## config.mk

```make
export PLATFORM = sky130hd
export DESIGN_NAME = universal_shift_reg
export DESIGN_NICKNAME = d
export VERILOG_FILES = /design/src/rtl/shift_reg_pkg.sv /design/src/rtl/shift_burst_ctrl.sv /design/src/rtl/universal_shift_reg.sv
export SDC_FILE = /design/constraint.sdc
export NUM_CORES = 1
export LEC_CHECK = 0
export BUFFER_PORTS_ARGS = -buffer_cell sky130_fd_sc_hd__buf_2
export CAP_MARGIN = 20
export CORE_MARGIN = 1
export CORE_UTILIZATION = 48
export CTS_CLUSTER_SIZE = 25
export DETAILED_ROUTE_END_ITERATION = 16
export PLACE_DENSITY_LB_ADDON = 0.3
export SETUP_SLACK_MARGIN = 0.5
export SLEW_MARGIN = 20
export SYNTH_ARGS = -nofsm -noshare
export SYNTH_HDL_FRONTEND = slang
export SYNTH_SLANG_ARGS = --single-unit
export TNS_END_PERCENT = 10
```

## constraint.sdc

```tcl
create_clock -name CLK -period 1.5 [get_ports CLK]
set_input_delay 0 -clock CLK [delete_from_list [all_inputs] [get_ports CLK]]
set_output_delay 0 -clock CLK [all_outputs]
set_load 0.1 [all_outputs]
```

## src/rtl/shift_reg_pkg.sv

```systemverilog
// Shared types and constants for the universal shift register.
// Optional feature macro: USR_ROTATE_EN (adds circular-rotate fill).
package shift_reg_pkg;

  typedef enum logic {
    IDLE  = 1'b0,
    BURST = 1'b1
  } state_e;

  localparam logic DIR_LEFT  = 1'b0;
  localparam logic DIR_RIGHT = 1'b1;

endpackage

```

## src/rtl/shift_burst_ctrl.sv

```systemverilog
// Burst controller: IDLE/BURST FSM and shift counter for universal_shift_reg.
// Decides per edge whether the datapath loads, shifts, and in which direction.
// Optional feature macro: USR_ROTATE_EN (latches the rotate request for a burst).
module shift_burst_ctrl
  import shift_reg_pkg::*;
#(
  parameter  int WIDTH = 4,
  localparam int CNT_W = $clog2(WIDTH + 1)
) (
  input  logic             CLK,
  input  logic             Reset,
  input  logic             load,
  input  logic             start,
  input  logic             step,
  input  logic [CNT_W-1:0] shamt,
  input  logic             dir,
`ifdef USR_ROTATE_EN
  input  logic             rotate,
  output logic             rot_eff,
`endif
  output logic             load_en,
  output logic             shift_en,
  output logic             dir_eff,
  output logic             busy,
  output logic             done
);

  localparam logic [CNT_W-1:0] WIDTH_C = CNT_W'(WIDTH);
  localparam logic [CNT_W-1:0] ONE_C   = CNT_W'(1);
  localparam logic [CNT_W-1:0] ZERO_C  = CNT_W'(0);

  state_e           state_q, state_d;
  logic [CNT_W-1:0] cnt_q, cnt_d;
  logic             dir_lat_q, dir_lat_d;
  logic             done_q, done_d;
  logic [CNT_W-1:0] n_s;
`ifdef USR_ROTATE_EN
  logic             rot_lat_q, rot_lat_d;
`endif

  // Clamp requested burst length to the register width.
  always_comb begin
    n_s = shamt;
    if (shamt > WIDTH_C) begin
      n_s = WIDTH_C;
    end else begin
      n_s = shamt;
    end
  end

  // Next-state, counter and per-edge datapath controls.
  always_comb begin
    state_d   = state_q;
    cnt_d     = cnt_q;
    dir_lat_d = dir_lat_q;
    done_d    = 1'b0;
    load_en   = 1'b0;
    shift_en  = 1'b0;
    dir_eff   = dir;
`ifdef USR_ROTATE_EN
    rot_lat_d = rot_lat_q;
    rot_eff   = rotate;
`endif
    case (state_q)
      IDLE: begin
        dir_eff = dir;
        if (load) begin
          load_en = 1'b1;
        end else if (start) begin
          if (n_s != ZERO_C) begin
            state_d   = BURST;
            cnt_d     = n_s;
            dir_lat_d = dir;
`ifdef USR_ROTATE_EN
            rot_lat_d = rotate;
`endif
          end else begin
            // Zero-length burst completes immediately.
            done_d = 1'b1;
          end
        end else if (step) begin
          shift_en = 1'b1;
        end else begin
          shift_en = 1'b0;
        end
      end
      BURST: begin
        // Direction (and rotate mode) are frozen for the whole burst.
        dir_eff  = dir_lat_q;
`ifdef USR_ROTATE_EN
        rot_eff  = rot_lat_q;
`endif
        shift_en = 1'b1;
        cnt_d    = cnt_q - ONE_C;
        if (cnt_q == ONE_C) begin
          state_d = IDLE;
          done_d  = 1'b1;
        end else begin
          state_d = BURST;
        end
      end
      default: begin
        state_d = IDLE;
        cnt_d   = ZERO_C;
      end
    endcase
  end

  // Control state registers with asynchronous reset.
  always_ff @(posedge CLK or posedge Reset) begin
    if (Reset) begin
      state_q   <= IDLE;
      cnt_q     <= ZERO_C;
      dir_lat_q <= DIR_LEFT;
      done_q    <= 1'b0;
`ifdef USR_ROTATE_EN
      rot_lat_q <= 1'b0;
`endif
    end else begin
      state_q   <= state_d;
      cnt_q     <= cnt_d;
      dir_lat_q <= dir_lat_d;
      done_q    <= done_d;
`ifdef USR_ROTATE_EN
      rot_lat_q <= rot_lat_d;
`endif
    end
  end

  assign busy = (state_q == BURST);
  assign done = done_q;

endmodule

```

## src/rtl/universal_shift_reg.sv

```systemverilog
// Universal shift register: bidirectional shift, parallel load/readout and a
// counted burst-shift engine. Used as a generic serialiser/deserialiser stage.
// Optional feature macro: USR_ROTATE_EN (adds 'rotate' input for circular fill).
module universal_shift_reg
  import shift_reg_pkg::*;
#(
  parameter  int WIDTH = 4,
  localparam int CNT_W = $clog2(WIDTH + 1)
) (
  input  logic             CLK,
  input  logic             Reset,
  input  logic             load,
  input  logic [WIDTH-1:0] par_in,
  input  logic             dir,
  input  logic             Shift_in,
  input  logic             step,
  input  logic             start,
  input  logic [CNT_W-1:0] shamt,
`ifdef USR_ROTATE_EN
  input  logic             rotate,
`endif
  output logic [WIDTH-1:0] q,
  output logic             shift_out,
  output logic             busy,
  output logic             done
);

  logic [WIDTH-1:0] q_q, q_d;
  logic             load_en_s;
  logic             shift_en_s;
  logic             dir_eff_s;
  logic             out_bit_s;
  logic             fill_s;
`ifdef USR_ROTATE_EN
  logic             rot_eff_s;
`endif

  shift_burst_ctrl #(
    .WIDTH (WIDTH)
  ) u_ctrl (
    .CLK      (CLK),
    .Reset    (Reset),
    .load     (load),
    .start    (start),
    .step     (step),
    .shamt    (shamt),
    .dir      (dir),
`ifdef USR_ROTATE_EN
    .rotate   (rotate),
    .rot_eff  (rot_eff_s),
`endif
    .load_en  (load_en_s),
    .shift_en (shift_en_s),
    .dir_eff  (dir_eff_s),
    .busy     (busy),
    .done     (done)
  );

  // Select the outgoing bit and the fill bit for the next shift.
  always_comb begin
    if (dir_eff_s == DIR_RIGHT) begin
      out_bit_s = q_q[0];
    end else begin
      out_bit_s = q_q[WIDTH-1];
    end
`ifdef USR_ROTATE_EN
    if (rot_eff_s) begin
      fill_s = out_bit_s;
    end else begin
      fill_s = Shift_in;
    end
`else
    fill_s = Shift_in;
`endif
  end

  // Datapath next value: parallel load has priority over shifting.
  always_comb begin
    q_d = q_q;
    if (load_en_s) begin
      q_d = par_in;
    end else if (shift_en_s) begin
      if (dir_eff_s == DIR_LEFT) begin
        q_d = {q_q[WIDTH-2:0], fill_s};
      end else begin
        q_d = {fill_s, q_q[WIDTH-1:1]};
      end
    end else begin
      q_d = q_q;
    end
  end

  // Datapath register with asynchronous reset.
  always_ff @(posedge CLK or posedge Reset) begin
    if (Reset) begin
      q_q <= '0;
    end else begin
      q_q <= q_d;
    end
  end

  assign q         = q_q;
  assign shift_out = out_bit_s;

endmodule

```

==> flow_metrics.py <==
metrics = {
    "run_status": {
        "outcome": "completed",
    },
    "global_route": {
        "grt_usage_pct": 22.5,
        "grt_start_max_net_pins": 14,
        "grt_pass1_wl_um": 2300,
        "antenna_found_initial": 0,
        "grt-ovfl-total": 0,
        "grt_pass1_vias": 559,
    },
    "routing": {
        "wirelength_um": 1570,
        "dr.pass1.iters": 6,
        "initialDrtViolationCount": 20,
        "vias": 606,
        "route.detailed.drc": 0,
        "drt-wirelength-per-cell_um": 14.2,
        "routed_via_density": 5.51,
        "drtAntennaViolNets": 0,
    },
    "layout": {
        "fin_nets": 113,
        "drive_gt1_share_pct": 45.8,
        "synthToLayoutAreaGrowth_pct": 44.1,
        "layout_commonest_cell": "buf_2",
        "nFillCells": 83,
        "final_cell_mix": "buf_2, dfrtp_1, inv_1",
        "antenna_cells": 0,
    },
    "setup_path": {
        "path_class": "flip-flop to output port",
        "r2r_slack_ns": 0.09,
        "r2r_cells": 6,
        "crit_fanout": 4,
        "crit_arrival_ns": 1.45,
        "cp.required_ns": 1.50,
        "cp.depth": 4,
        "critPathTopFamily": "flip-flops",
        "critPathBufInv": 1,
        "slowest_stage": "dfrtp_4",
        "cp-end-kind": "output port",
        "worstPathCellList": "nand2b_4 > nand2_2 > mux2_4 > buf_12",
        "critPathMaxStageDelay_ns": 0.49,
        "crit_path_start_kind": "flip-flop",
    },
    "job": {
        "drv_cap": 0,
    },
    "yosys": {
        "synth_top_flop_cell": "dfrtp_1",
        "yosysTopAreaCell": "dfrtp_1",
        "syn_area_um2": 653,
        "syn-num-nets": 86,
        "ys_warn_count": 0,
        "yosysSeqAreaShare_pct": 38.3,
        "syn_area_per_cell_um2": 9.33,
        "ys_ff_latch": 10,
        "yosys.area.top_type_share_pct": 38.3,
        "synthDistinctLibCells": 27,
        "async_flop_share_pct": 100,
        "syn-instance-count": 70,
        "synth_area_leaders": "dfrtp_1, a222oi_1, a21oi_1",
        "synth-edff-count": 0,
    },
    "timing": {
        "fin_crit_ns": 1.45,
        "setup_tns_ns": 0,
        "slew_viol_final": 0,
        "relSlewSlack_pct": 61.3,
        "setup_violations": 0,
        "finalHoldViolCount": 0,
        "holdWs_ns": 0.0264,
        "tightest_slew_ns": 0.576,
        "post-route-period-util_pct": 96.7,
        "rsz0062_at_grt": "yes",
        "skew_ns": 0.00349,
        "max_freq_mhz": 690,
    },
    "die": {
        "fp.dieH_um": 38.9,
        "die_x_um": 38.9,
        "start_util_pct": 55.1,
        "core_area_um2": 1190,
        "design.portCount": 21,
        "dieArea_um2": 1510,
        "num_rows": 12,
    },
    "clock_network": {
        "clk_path_buf_depth": 2,
        "root_buffer": "clkbuf_4",
        "tritoncts": "done",
        "cts_buffers": 3,
        "clk_latency_ns": 0.26,
        "cts_sinks": 10,
        "htreeDepth": 1,
        "clk_pin_slew_ns": 0.07,
    },
    "hold_path": {
        "whs_path_depth": 3,
        "hold_path.class": "input port to flip-flop",
    },
    "place": {
        "portBuffers": 20,
        "dp_hpwl_um": 1110,
        "gp_congestion": 0.810,
    },
}
[flip-flops by register name (all words and copies together), names as in the netlist]
signal and flops:
u_ctrl.cnt_q 3, u_ctrl.done 1, q 4, u_ctrl.dir_lat_q 1, u_ctrl.busy 1
[Yosys cell counts, types with 2 or more instances]
library cell and n:
ha_1 2, o21ai_1 2, a21o_1 2, a221oi_1 2, a21oi_1 7, nor3_1 5, a222oi_1 4, dfrtp_1 10
mux2_1 2, nand2_1 3, inv_1 9, nor2_1 5, nand2b_1 2, o21ai_0 2
[tightest hold or removal path: stages]
cell and delay (ns):
buf_2 0.09, a222oi_1 0.06, nor2_1 0.09
[path summary, 6_finish.rpt]
path                                             start                          end
max                              u_ctrl.busy$_DFF_PP0_                    shift_out
min                                           Shift_in             q[0]$_DFFE_PP0P_
max reg2reg                      u_ctrl.busy$_DFF_PP0_             q[2]$_DFFE_PP0P_
min reg2reg                u_ctrl.cnt_q[0]$_DFFE_PP0P_  u_ctrl.cnt_q[0]$_DFFE_PP0P_
max in group asynchronous                        Reset        u_ctrl.busy$_DFF_PP0_
min in group asynchronous                        Reset  u_ctrl.cnt_q[1]$_DFFE_PP0P_
[stage by stage]
step                      util (%)  setup WS [ns]  cells  area (µm²)
after floorplan                  -         0.0281     70         661
after global placement        64.2          0.163    102         762
after detailed placement      64.2          0.133    102         762
after CTS                     72.2         0.0386    110         856
after global routing          79.3        0.00346    110         941
final                         79.3         0.0499    110         941
[what timing repair did]
| action | 4_1_cts | 5_1_grt |
|---|---|---|
| pin swaps | 2 | 9 |
| resized for setup | 7 | 27 |
| endpoints found under the setup margin | 16 | 17 |
| hold buffers | 1 | 0 |
| hold endpoints to repair | 10 | 0 |
| setup buffers | 3 | 0 |
[final cells by class]
cell class / count / area (µm²) / area share [%]
clock buffer: 4 / 36.3 / 3.86
inverter: 9 / 36.3 / 3.86
multi-input combinational: 48 / 394 / 41.9
tap: 14 / 17.5 / 1.86
sequential: 10 / 254 / 27.0
timing repair buffer: 25 / 203 / 21.5
[metal layers]
metal / track usage (%) / vias up / wire length [µm]
met5: 0 / - / 0
met4: 5.17 / 0 / 0
met3: 1.73 / 0 / 76
met2: 40.8 / 24 / 831
met1: 28.5 / 275 / 657
li1: - / 307 / -
[cell families after synthesis]
| family | synth area share, % |
|---|---|
| AO/OA/AOI/OAI | 24.5 |
| AND/OR/NAND/NOR | 19.7 |
| multiplexers | 3.45 |
| flip-flops | 38.3 |
| adder cells (fa/ha/maj) | 3.83 |
| XOR/XNOR | 1.34 |
| buffers and inverters | 8.81 |
Power is left out: the tool's default activity adds up to more than one toggle a clock period on the data nets, which glitch-free logic cannot reach.
